`src/rtl/windowed_rf_pkg.sv`:
```
// Shared types for the register-window file and the control unit that drives it.
package windowed_rf_pkg;

  typedef enum logic [1:0] {
    WIN_HOLD = 2'b00,
    WIN_SET  = 2'b01,
    WIN_CALL = 2'b10,
    WIN_RET  = 2'b11
  } win_op_t;

endpackage

```
`src/rtl/window_ctrl.sv`:
```
// Window pointer and nesting-depth tracking, with one-cycle pulses for
// refused calls and returns.
module window_ctrl
  import windowed_rf_pkg::*;
#(
  parameter int unsigned NUM_WIN = 4,
  parameter int unsigned WW      = $clog2(NUM_WIN)
) (
  input  logic          clk,
  input  logic          rst,
  input  win_op_t       win_op_i,
  input  logic [WW-1:0] win_set_val_i,
  output logic [WW-1:0] cwp_o,
  output logic [WW-1:0] depth_o,
  output logic          overflow_o,
  output logic          underflow_o
);

  localparam logic [WW-1:0] MaxDepth = WW'(NUM_WIN - 1);

  logic [WW-1:0] cwp_q, cwp_d;
  logic [WW-1:0] depth_q, depth_d;
  logic          ovf_q, ovf_d;
  logic          unf_q, unf_d;

  always_ff @(posedge clk or posedge rst) begin
    if (rst) begin
      cwp_q   <= '0;
      depth_q <= '0;
      ovf_q   <= 1'b0;
      unf_q   <= 1'b0;
    end else begin
      cwp_q   <= cwp_d;
      depth_q <= depth_d;
      ovf_q   <= ovf_d;
      unf_q   <= unf_d;
    end
  end

  // The pointer wraps modulo NUM_WIN for free because NUM_WIN is a power of 2.
  always_comb begin
    cwp_d   = cwp_q;
    depth_d = depth_q;
    ovf_d   = 1'b0;
    unf_d   = 1'b0;
    case (win_op_i)
      WIN_SET: begin
        cwp_d   = win_set_val_i;
        depth_d = '0;
      end
      WIN_CALL: begin
        if (depth_q < MaxDepth) begin
          cwp_d   = cwp_q + WW'(1);
          depth_d = depth_q + WW'(1);
        end else begin
          ovf_d = 1'b1;
        end
      end
      WIN_RET: begin
        if (depth_q != '0) begin
          cwp_d   = cwp_q - WW'(1);
          depth_d = depth_q - WW'(1);
        end else begin
          unf_d = 1'b1;
        end
      end
      default: ;
    endcase
  end

  assign cwp_o       = cwp_q;
  assign depth_o     = depth_q;
  assign overflow_o  = ovf_q;
  assign underflow_o = unf_q;

endmodule

```
`src/rtl/windowed_reg_file.sv`:
```
// Register-window file: physical storage, logical-to-physical mapping through
// the current window pointer, two combinational read ports and one write port.
module windowed_reg_file
  import windowed_rf_pkg::*;
#(
  parameter int unsigned DATA_W     = 16,
  parameter int unsigned NUM_WIN    = 4,
  parameter int unsigned WIN_REGS   = 4,
  parameter int unsigned WIN_STRIDE = 2
) (
  input  logic                         clk,
  input  logic                         rst,
  input  logic [$clog2(WIN_REGS)-1:0]  rd_addr_i,
  input  logic [$clog2(WIN_REGS)-1:0]  rd_addr_j,
  output logic [DATA_W-1:0]            rd_data_i,
  output logic [DATA_W-1:0]            rd_data_j,
  input  logic                         wr_en,
  input  logic [$clog2(WIN_REGS)-1:0]  wr_addr,
  input  logic [DATA_W-1:0]            wr_data,
  input  win_op_t                      win_op,
  input  logic [$clog2(NUM_WIN)-1:0]   win_set_val,
  output logic [$clog2(NUM_WIN)-1:0]   cwp,
  output logic [$clog2(NUM_WIN)-1:0]   depth,
  output logic                         win_overflow,
  output logic                         win_underflow
);

  localparam int unsigned PHYS = NUM_WIN * WIN_STRIDE;
  localparam int unsigned AW   = $clog2(WIN_REGS);
  localparam int unsigned WW   = $clog2(NUM_WIN);
  localparam int unsigned PW   = $clog2(PHYS);
  // Wide enough for cwp*WIN_STRIDE + a before the modular reduction.
  localparam int unsigned SW   = $clog2(PHYS + WIN_REGS);

  logic [DATA_W-1:0] mem_q [PHYS];
  logic [SW-1:0]     base;
  logic [PW-1:0]     rd_idx_i, rd_idx_j, wr_idx;

  window_ctrl #(
    .NUM_WIN (NUM_WIN),
    .WW      (WW)
  ) u_window_ctrl (
    .clk           (clk),
    .rst           (rst),
    .win_op_i      (win_op),
    .win_set_val_i (win_set_val),
    .cwp_o         (cwp),
    .depth_o       (depth),
    .overflow_o    (win_overflow),
    .underflow_o   (win_underflow)
  );

  function automatic logic [PW-1:0] phys_idx(input logic [SW-1:0] b, input logic [AW-1:0] a);
    logic [SW-1:0] sum;
    sum = b + SW'(a);
    return PW'(sum % SW'(PHYS));
  endfunction

  assign base     = SW'(cwp) * SW'(WIN_STRIDE);
  assign rd_idx_i = phys_idx(base, rd_addr_i);
  assign rd_idx_j = phys_idx(base, rd_addr_j);
  assign wr_idx   = phys_idx(base, wr_addr);

  // No bypass: a write becomes visible to the read ports only after the edge.
  assign rd_data_i = mem_q[rd_idx_i];
  assign rd_data_j = mem_q[rd_idx_j];

  // Write index uses the pre-op cwp, so a write alongside CALL lands in the caller's window.
  always_ff @(posedge clk or posedge rst) begin
    if (rst) begin
      for (int k = 0; k < int'(PHYS); k++) begin
        mem_q[k] <= '0;
      end
    end else if (wr_en) begin
      mem_q[wr_idx] <= wr_data;
    end
  end

endmodule

```
`config.mk`:
```
export PLATFORM = sky130hd
export DESIGN_NAME = windowed_reg_file
export DESIGN_NICKNAME = d
export VERILOG_FILES = /design/src/rtl/windowed_rf_pkg.sv /design/src/rtl/window_ctrl.sv /design/src/rtl/windowed_reg_file.sv
export SDC_FILE = /design/constraint.sdc
export NUM_CORES = 1
export LEC_CHECK = 0
export ABC_CLOCK_PERIOD_IN_PS = 12950
export CORE_MARGIN = 4
export CORE_UTILIZATION = 60
export CTS_CLUSTER_DIAMETER = 120
export DETAILED_ROUTE_END_ITERATION = 6
export GPL_TIMING_DRIVEN = 1
export PLACE_DENSITY = 0.83
export SKIP_LAST_GASP = 1
export SLEW_MARGIN = 10
export SYNTH_ARGS = -nofsm -noshare
export SYNTH_HDL_FRONTEND = slang
export SYNTH_SLANG_ARGS = --single-unit
```
`constraint.sdc`:
```
create_clock -name clk -period 12.95 [get_ports clk]
set_input_delay 3.2375 -clock clk [delete_from_list [all_inputs] [get_ports clk]]
set_output_delay 3.2375 -clock clk [all_outputs]
set_load 0.01 [all_outputs]
```
==> results of run 1 <==
## power breakdown
group	switching [mW]	internal, mW
Combinational	0.371	0.653
Clock	0.187	0.290
Sequential	0.149	0.626
Total	0.707	1.57
## routing by layer
metal / wire [µm] / vias up / track usage
met2: 7750 / 138 / 0.393
met5: 0 / - / 0
met3: 941 / 14 / 0.0777
met4: 147 / 0 / 0.0619
met1: 6690 / 2219 / 0.348
li1: - / 1809 / -
## cell usage in the layout (no fill, tap or decap), drive strengths merged, types with 2 or more instances in the layout
cell / n
mux2: 160
dfrtp: 134
mux4: 64
clkdlybuf4s50: 64
clkbuf: 18
buf: 12
clkinv: 8
inv: 6
nor2: 5
nand2: 4
nor3: 4
xor2: 3
ha: 3
o21ai: 2
nand3: 2
bufinv: 2
nand4: 2
xnor2: 2
## critical path: cells and delay by family
family / cells / cell delay (ps)
mux: 2 / 840
fa+ha+maj: 1 / 280
buf+inv: 3 / 1330
## worst min path at each step
stage,end,cells past startpoint
final,mem_q[83],1
after CTS,mem_q[19],1
after global placement,mem_q[25],1
after floorplan,mem_q[16],1
after detailed placement,mem_q[19],1
after global routing,mem_q[27],1
## sequential cells by signal (all words and copies together) (netlist names)
register	cells
mem_q	128
u_window_ctrl.cwp_o	2
u_window_ctrl.depth_o	2
u_window_ctrl.overflow_o	1
u_window_ctrl.underflow_o	1
## metrics by stage
| step | hold WS (ps) | std cells |
|---|---|---|
| after floorplan | 491 | 428 |
| after global placement | 499 | 618 |
| after detailed placement | 511 | 618 |
| after CTS | 524 | 650 |
| after global routing | 544 | 650 |
| final | 519 | 650 |
## layout make-up
cell class / count / area (µm²)
Clock buffer: 18 / 439
Clock inverter: 14 / 149
Fill cell: 704 / 3070
Inverter: 3 / 13.8
Multi-Input combinational cell: 262 / 3590
Sequential cell: 134 / 3350
Tap cell: 143 / 179
Timing Repair Buffer: 76 / 726
## cell families (layout without fill, tap and decap cells)
logic type	after synthesis	in the layout	synth area share
buffers and inverters	32	111	0.0245
DFF	134	134	0.472
adders and majority gates	3	3	0.00529
AOI/OAI and AO/OA	10	10	0.0106
xor gates and xnor gates	5	5	0.00829
and+or+nand+nor	20	20	0.0220
muxes	224	224	0.457
==> flow_summary.json, run 1 <==
{
  "flow.area_growth_from_synthesis_pct": 19.0,
  "fp.coreArea_mm2": 0.0115,
  "chipHeight_um": 117,
  "cts_max_level": 4,
  "vias_per_cell": 6.43,
  "cts.root.buffer_cell": "sky130_fd_sc_hd__clkbuf_16",
  "route.final.wire_length_mm": 15.5,
  "hold_path_startpoint": "mem_q[83]",
  "dr.first_iter.drc_count": 356,
  "detailroute.via_count": 4180,
  "ys_seq_elements": 134,
  "hold_path_class": "register to register",
  "finalNetCount": 526,
  "setup.worst_path.class": "input port to output port",
  "synth_common_cells": "sky130_fd_sc_hd__mux2_2, sky130_fd_sc_hd__dfrtp_1, sky130_fd_sc_hd__mux4_2",
  "slowest_stage": "sky130_fd_sc_hd__mux4_2",
  "drt_drc_violations_left": 0,
  "die_x_extent_um": 117,
  "cell_chain_of_the_critical_path": "clkdlybuf4s50_1, ha_1, buf_4, mux4_2, mux2_2, clkdlybuf4s50_1",
  "std_cell_rows": 39,
  "number_of_buffers_inserted_during_clock_tree_synthesis": 17,
  "cp-end-kind": "output port",
  "yosysMostFrequentCell": "sky130_fd_sc_hd__mux2_2",
  "grt_pass1_wl_mm": 24.9,
  "slew_violations": 0,
  "worst-path-max-fanout": 32,
  "postLayoutSetupSlackWorst_ps": 4000,
  "first_global_vias": 4445,
  "pre_cts_slack_ps": 4010,
  "finish.utilization": 0.733,
  "cts.repair_timing.setup_buffer_count": 0,
  "grt_max_degree": 70,
  "count_of_antenna_diodes_in_the_layout": 0,
  "syn_area_mm2": 0.00710,
  "final_layout_size_suffix_gt1_frac": 0.556,
  "worstPathArrival_ps": 5710,
  "gp_congestion": 0.784,
  "report.final.setup_viol": 0,
  "finished_cell_area_mm2": 0.00845,
  "ff2ff_setup_slack_ps": 10440,
  "hold_viol_final": 0,
  "grt_overflow": 0,
  "cp_peak_stage_delay_ps": 560,
  "power_density_over_the_cells_mw_per_mm2": 270,
  "setup_tns_ps": 0,
  "grt.total_usage": 0.250,
  "clkTransAtPathRegs_ps": 60,
  "synth_edf_count": 0,
  "timing.critical_path.from_type": "input port",
  "critical_path.reg2reg.startpoint": "u_window_ctrl.cwp_o[0]",
  "portBuffers": 66,
  "final_min_period_over_clock_period": 0.691,
  "reg2regPathDepth": 4,
  "detail_route.first_pass.iterations": 7,
  "postSynth.asyncResetShare": 1.00,
  "skew_ps": 8.57,
  "period_needed_ps": 8950,
  "placedInstanceArea_mm2": 0.00786,
  "synth.top_cells.by_area": "sky130_fd_sc_hd__dfrtp_1, sky130_fd_sc_hd__mux2_2, sky130_fd_sc_hd__mux4_2",
  "ir_drop_worst_vdd_v": 0.000163,
  "synth_top_cell_by_area": "sky130_fd_sc_hd__dfrtp_1",
  "timing.slew.headroom": 0.292,
  "drt.antenna.violating_nets": 0,
  "drv.max_cap_violation_count": 0,
  "crit_path_start": "rd_addr_i[1]",
  "slew_at_the_pin_closest_to_its_max_slew_limit_ps": 1060,
  "syn_area_per_cell_um2": 16.6,
  "synth-warning-count": 0,
  "required_ps": 9710,
  "synthesis.instances": 428,
  "cts.sink_count": 134,
  "starting_density": 0.616,
  "cellLeakagePower_nw": 3.42,
  "setup.worst_path.end": "rd_data_i[1]",
  "initial_antenna_violation_count": 0,
  "cts_resized": 0,
  "crit_top_cell": "sky130_fd_sc_hd__clkdlybuf4s50_1",
  "yosysTopAreaCellShare": 0.472,
  "num_io_pins": 67,
  "p_total_mw": 2.28,
  "cts_tree": "built",
  "clk-insertion-delay-late_ps": 420,
  "clock.fmax_ghz": 0.112,
  "hpwl_mm": 9.20,
  "grt_setup_unrepaired": "no",
  "dieArea_mm2": 0.0136,
  "status": "completed",
  "per_cell_routed_wire_length_um": 23.9,
  "ctsLongestPathBuffers": 2,
  "netlist-cell-type-count": 33,
  "ys_dominant_reg_cell": "sky130_fd_sc_hd__dfrtp_1",
  "yosysSeqAreaShare": 0.472,
  "capture_point_of_the_worst_reg_to_reg_path": "mem_q[71]",
  "postSynthNetCount": 460,
  "number_of_hold_buffers_added_after_cts": 0
}
Power figures use the tool's default switching activity.
==> run 2, diff against run 1 <==
Settings changed: ABC_CLOCK_PERIOD_IN_PS 12950 to 7900, CORE_UTILIZATION 60 to 52, PLACE_DENSITY 0.83 to 0.76.
Clock period 12.95 ns to 7.9 ns, I/O delays scaled along.
==> flow_summary.json, run 2 (synthesis results as in run 1) <==
{
  "cts.repair_timing.setup_buffer_count": 0,
  "timing.slew.headroom": 0.262,
  "grt_setup_unrepaired": "no",
  "detailroute.via_count": 4255,
  "slew_at_the_pin_closest_to_its_max_slew_limit_ps": 1100,
  "cp-end-kind": "output port",
  "cellLeakagePower_nw": 3.44,
  "detail_route.first_pass.iterations": 4,
  "hold_viol_final": 0,
  "grt_max_degree": 75,
  "final_min_period_over_clock_period": 0.825,
  "place_inst": 651,
  "first_global_vias": 4496,
  "cts_max_level": 4,
  "die_x_extent_um": 125,
  "starting_density": 0.534,
  "grt_pass1_wl_mm": 26.0,
  "cts_resized": 0,
  "slew_violations": 0,
  "dr.first_iter.drc_count": 292,
  "fp.coreArea_mm2": 0.0133,
  "finished_cell_area_mm2": 0.00852,
  "skew_ps": 5.68,
  "cts.sink_count": 134,
  "drt.antenna.violating_nets": 0,
  "clkTransAtPathRegs_ps": 60,
  "grt.total_usage": 0.218,
  "vias_per_cell": 6.23,
  "ctsLongestPathBuffers": 2,
  "fillerInstances": 951,
  "period_needed_ps": 6520,
  "portBuffers": 66,
  "number_of_hold_buffers_added_after_cts": 0,
  "worstPathArrival_ps": 4540,
  "cts_tree": "built",
  "power_density_over_the_cells_mw_per_mm2": 445,
  "required_ps": 5930,
  "final_layout_size_suffix_gt1_frac": 0.550,
  "mostFrequentLayoutCell": "sky130_fd_sc_hd__mux2_2",
  "drv.max_cap_violation_count": 0,
  "setup_tns_ps": 0,
  "hpwl_mm": 9.95,
  "dieArea_mm2": 0.0156,
  "most-common-layout-cells": "sky130_fd_sc_hd__mux2_2, sky130_fd_sc_hd__dfrtp_1, sky130_fd_sc_hd__mux4_2, sky130_fd_sc_hd__clkdlybuf4s50_1, sky130_fd_sc_hd__clkbuf_16",
  "setup.worst_path.class": "input port to output port",
  "grt_overflow": 0,
  "drt_drc_violations_left": 0,
  "count_of_antenna_diodes_in_the_layout": 0,
  "route.final.wire_length_mm": 16.4,
  "largest-register": "mem_q",
  "clk-insertion-delay-late_ps": 420,
  "number_of_buffers_inserted_during_clock_tree_synthesis": 17,
  "std_cell_rows": 42,
  "initial_antenna_violation_count": 0,
  "num_io_pins": 67,
  "instances_no_fill": 683,
  "finalNetCount": 526,
  "gp_congestion": 0.757,
  "flow.area_growth_from_synthesis_pct": 20.1,
  "placedInstanceArea_mm2": 0.00790,
  "postLayoutSetupSlackWorst_ps": 1380,
  "per_cell_routed_wire_length_um": 24.0,
  "hold_path_class": "register to register",
  "timing.critical_path.from_type": "input port",
  "pre_cts_slack_ps": 1390,
  "status": "completed",
  "chipHeight_um": 125,
  "clock.fmax_ghz": 0.153,
  "report.final.setup_viol": 0,
  "ir_drop_worst_vdd_v": 0.000219,
  "largest_reg_flops": 128,
  "worst-path-max-fanout": 26,
  "cts.root.buffer_cell": "sky130_fd_sc_hd__clkbuf_16"
}
[run 2: through the flow]
| stage | utilization | power, mW | hold slack (ps) |
|---|---|---|---|
| final | 0.641 | 3.80 | 525 |
| after global routing | 0.641 | 3.98 | 541 |
| after CTS | 0.641 | 3.82 | 525 |
| after detailed placement | 0.594 | 2.96 | 512 |
| after global placement | 0.594 | 2.89 | 499 |
| after floorplan | - | 2.33 | 491 |
[run 2: final cells by class]
class                   count  area, µm²  area share
inverters                   3       13.8     0.00161
clock buffers              23        478      0.0561
multi-input cells         262       3590       0.421
repair buffers             76        726      0.0851
clock inverters             9        148      0.0173
flip-flops and latches    134       3350       0.393
well taps                 176        220      0.0258
[run 2: path summary, 6_finish.rpt]
kind / from / endpoint / slack [ps] / depth (start not counted)
hold / removal: mem_q[16] / mem_q[16] / 520 / 1
setup / recovery: rd_addr_i[1] / rd_data_i[15] / 1380 / 6
setup reg to reg: u_window_ctrl.cwp_o[0] / mem_q[48] / 5280 / 4
hold reg to reg: mem_q[16] / mem_q[16] / 520 / 1
min in group asynchronous: rst / mem_q[14] / 2120 / 2
max in group asynchronous: rst / mem_q[12] / 4430 / 3
[run 2: layer usage]
layer	up-vias	global-route usage	wire [µm]
met2	135	0.351	8190
met3	14	0.0506	1040
li1	1811	-	-
met4	0	0.0651	184
met1	2295	0.300	6980
met5	-	0	0
[run 2: critical path, cell delays in order]
cell and delay (ps):
sky130_fd_sc_hd__clkdlybuf4s50_1 420, sky130_fd_sc_hd__ha_1 520, sky130_fd_sc_hd__buf_4 460, sky130_fd_sc_hd__mux4_2 380, sky130_fd_sc_hd__mux2_2 290, sky130_fd_sc_hd__clkdlybuf4s50_1 480
[run 2: report_power, final]
group	switching (mW)	leakage (nW)	internal [mW]
sequential	0.258	1.61	1.03
clock	0.286	0.307	0.551
combinational	0.602	1.52	1.07
==> run 3, diff against run 2 <==
Settings changed: ABC_CLOCK_PERIOD_IN_PS 7900 to 5600.
Clock period 7.9 ns to 5.6 ns, I/O delays scaled along.
==> flow_summary.json, run 3 (synthesis results as in run 1) <==
{
  "postLayoutSetupSlackWorst_ps": 498,
  "cts.root.buffer_cell": "sky130_fd_sc_hd__clkbuf_16",
  "clock.fmax_ghz": 0.196,
  "period_needed_ps": 5100,
  "setup_tns_ps": 0,
  "gp_congestion": 0.750,
  "hpwl_mm": 9.31,
  "grt_pass1_wl_mm": 25.4,
  "fp.coreArea_mm2": 0.0133,
  "count_of_cells_along_the_worst_hold_path": 1,
  "met1_global_route_usage": 0.290,
  "clkTransAtPathRegs_ps": 50,
  "cp_peak_stage_delay_ps": 560,
  "detail_route.first_pass.iterations": 4,
  "route.final.wire_length_mm": 15.3,
  "portBuffers": 66,
  "grt.total_usage": 0.210,
  "chipHeight_um": 125,
  "clk-insertion-delay-late_ps": 420,
  "drt.antenna.violating_nets": 0,
  "worst-path-max-fanout": 21,
  "setup.worst_path.class": "input port to output port",
  "mostFrequentLayoutCell": "sky130_fd_sc_hd__mux2_2",
  "largest-register": "mem_q",
  "num_io_pins": 67,
  "status": "completed",
  "detailroute.via_count": 4112,
  "cts.repair_timing.setup_buffer_count": 0,
  "cts_max_level": 4,
  "drv.max_cap_violation_count": 0,
  "report.final.setup_viol": 0,
  "die_x_extent_um": 125,
  "grt_overflow": 0,
  "crit_top_cell": "sky130_fd_sc_hd__clkdlybuf4s50_1",
  "cts.sink_count": 134,
  "initial_antenna_violation_count": 0,
  "switching_power_mw": 1.59,
  "reg2regPathDepth": 3,
  "timing.critical_path.from_type": "input port",
  "cts_tree": "built",
  "place_inst": 653,
  "dr.first_iter.drc_count": 208,
  "register_area_mm2": 0.00335,
  "cts_resized": 0,
  "multiInputGateArea_mm2": 0.00359,
  "swShare": 0.301,
  "std_cell_rows": 42,
  "busiest_layer": "met2",
  "per_cell_routed_wire_length_um": 22.3,
  "number_of_hold_buffers_added_after_cts": 0,
  "finalNetCount": 528,
  "most-common-layout-cells": "sky130_fd_sc_hd__mux2_2, sky130_fd_sc_hd__dfrtp_1, sky130_fd_sc_hd__mux4_2, sky130_fd_sc_hd__clkdlybuf4s50_1, sky130_fd_sc_hd__clkbuf_16",
  "dieArea_mm2": 0.0156,
  "cp-end-kind": "output port",
  "largest_reg_flops": 128,
  "timing.slew.headroom": 0.221,
  "count_of_antenna_diodes_in_the_layout": 0,
  "grt_max_degree": 69,
  "clkPwrFrac": 0.212,
  "pre_cts_slack_ps": 492,
  "drt_drc_violations_left": 0,
  "instances_no_fill": 684,
  "power.combinational.fraction": 0.449,
  "seq_power_share": 0.339,
  "final_layout_size_suffix_gt1_frac": 0.557,
  "vias_per_cell": 6.01,
  "required_ps": 4200,
  "slew_at_the_pin_closest_to_its_max_slew_limit_ps": 1170,
  "worstPathArrival_ps": 3700,
  "final_min_period_over_clock_period": 0.911,
  "p_int_mw": 3.68,
  "starting_density": 0.534,
  "skew_ps": 8.07,
  "grt_util_met2": 0.334,
  "first_global_vias": 4600,
  "cellLeakagePower_nw": 3.44,
  "grt_util_met3": 0.0510,
  "fillerInstances": 956,
  "flow.area_growth_from_synthesis_pct": 20.6,
  "slew_violations": 0,
  "cell_chain_of_the_critical_path": "clkdlybuf4s50_1, ha_1, buf_12, mux4_2, mux2_2, clkdlybuf4s50_1",
  "slowest_stage": "sky130_fd_sc_hd__ha_1",
  "hold_viol_final": 0,
  "finish.utilization": 0.644,
  "ctsLongestPathBuffers": 2,
  "power_density_over_the_cells_mw_per_mm2": 616,
  "grt_setup_unrepaired": "no",
  "hold_path_class": "register to register",
  "ir_drop_worst_vdd_v": 0.000323,
  "number_of_buffers_inserted_during_clock_tree_synthesis": 17
}
## run 3: changes by cell type in the layout (fill, tap and decap cells not counted)
cell | before | now
sky130_fd_sc_hd__clkinvlp_4 | 1 | 4
sky130_fd_sc_hd__buf_12 | 0 | 4
sky130_fd_sc_hd__clkbuf_1 | 3 | 0
sky130_fd_sc_hd__buf_4 | 10 | 8
sky130_fd_sc_hd__clkbuf_8 | 3 | 1
sky130_fd_sc_hd__bufinv_16 | 4 | 3
sky130_fd_sc_hd__clkinv_4 | 0 | 2
## run 3: final timing paths
| kind | endpoint | from | slack (ps) |
|---|---|---|---|
| worst max-delay path | rd_data_i[9] | rd_addr_i[1] | 500 |
| worst min-delay path | mem_q[86] | mem_q[86] | 520 |
| worst max register to register | mem_q[41] | u_window_ctrl.cwp_o[0] | 3080 |
| worst min register to register | mem_q[86] | mem_q[86] | 520 |
| max in group asynchronous | mem_q[46] | rst | 3090 |
| min in group asynchronous | mem_q[78] | rst | 1500 |
## run 3: area by class of cell
| cell class | count | share of cell area |
|---|---|---|
| clock inverters | 13 | 0.0184 |
| well taps | 176 | 0.0257 |
| clock buffers | 18 | 0.0513 |
| flip-flops and latches | 134 | 0.392 |
| multi-input cells | 262 | 0.419 |
| inverters | 3 | 0.00161 |
| repair buffers | 78 | 0.0924 |
## run 3: routing by layer
layer,share of wire,up-vias
met3,0.050,16
met2,0.50,100
met5,0,-
li1,-,1820
met1,0.44,2176
met4,0.013,0
## run 3: worst max-delay path, delay by kind of cell
family	cells	cell delay, ps
adder cells (fa/ha/maj)	1	560
multiplexers	2	600
buffers and inverters	3	1130
## run 3: power by group through the flow
stage,clock network [mW],logic (mW),registers [mW]
floorplan,0,1.61,1.68
global placement,0,2.34,1.76
detailed placement,0,2.38,1.80
CTS,1.14,2.40,1.79
global route,1.18,2.52,1.86
finish,1.12,2.36,1.79
## run 3: through the flow
stage               instance area [µm²]  hold slack [ps]  total power, mW
floorplan                          7100              491             3.28
global placement                   7960              501             4.10
detailed placement                 7960              512             4.18
CTS                                8560              525             5.32
global route                       8560              536             5.57
finish                             8560              520             5.27
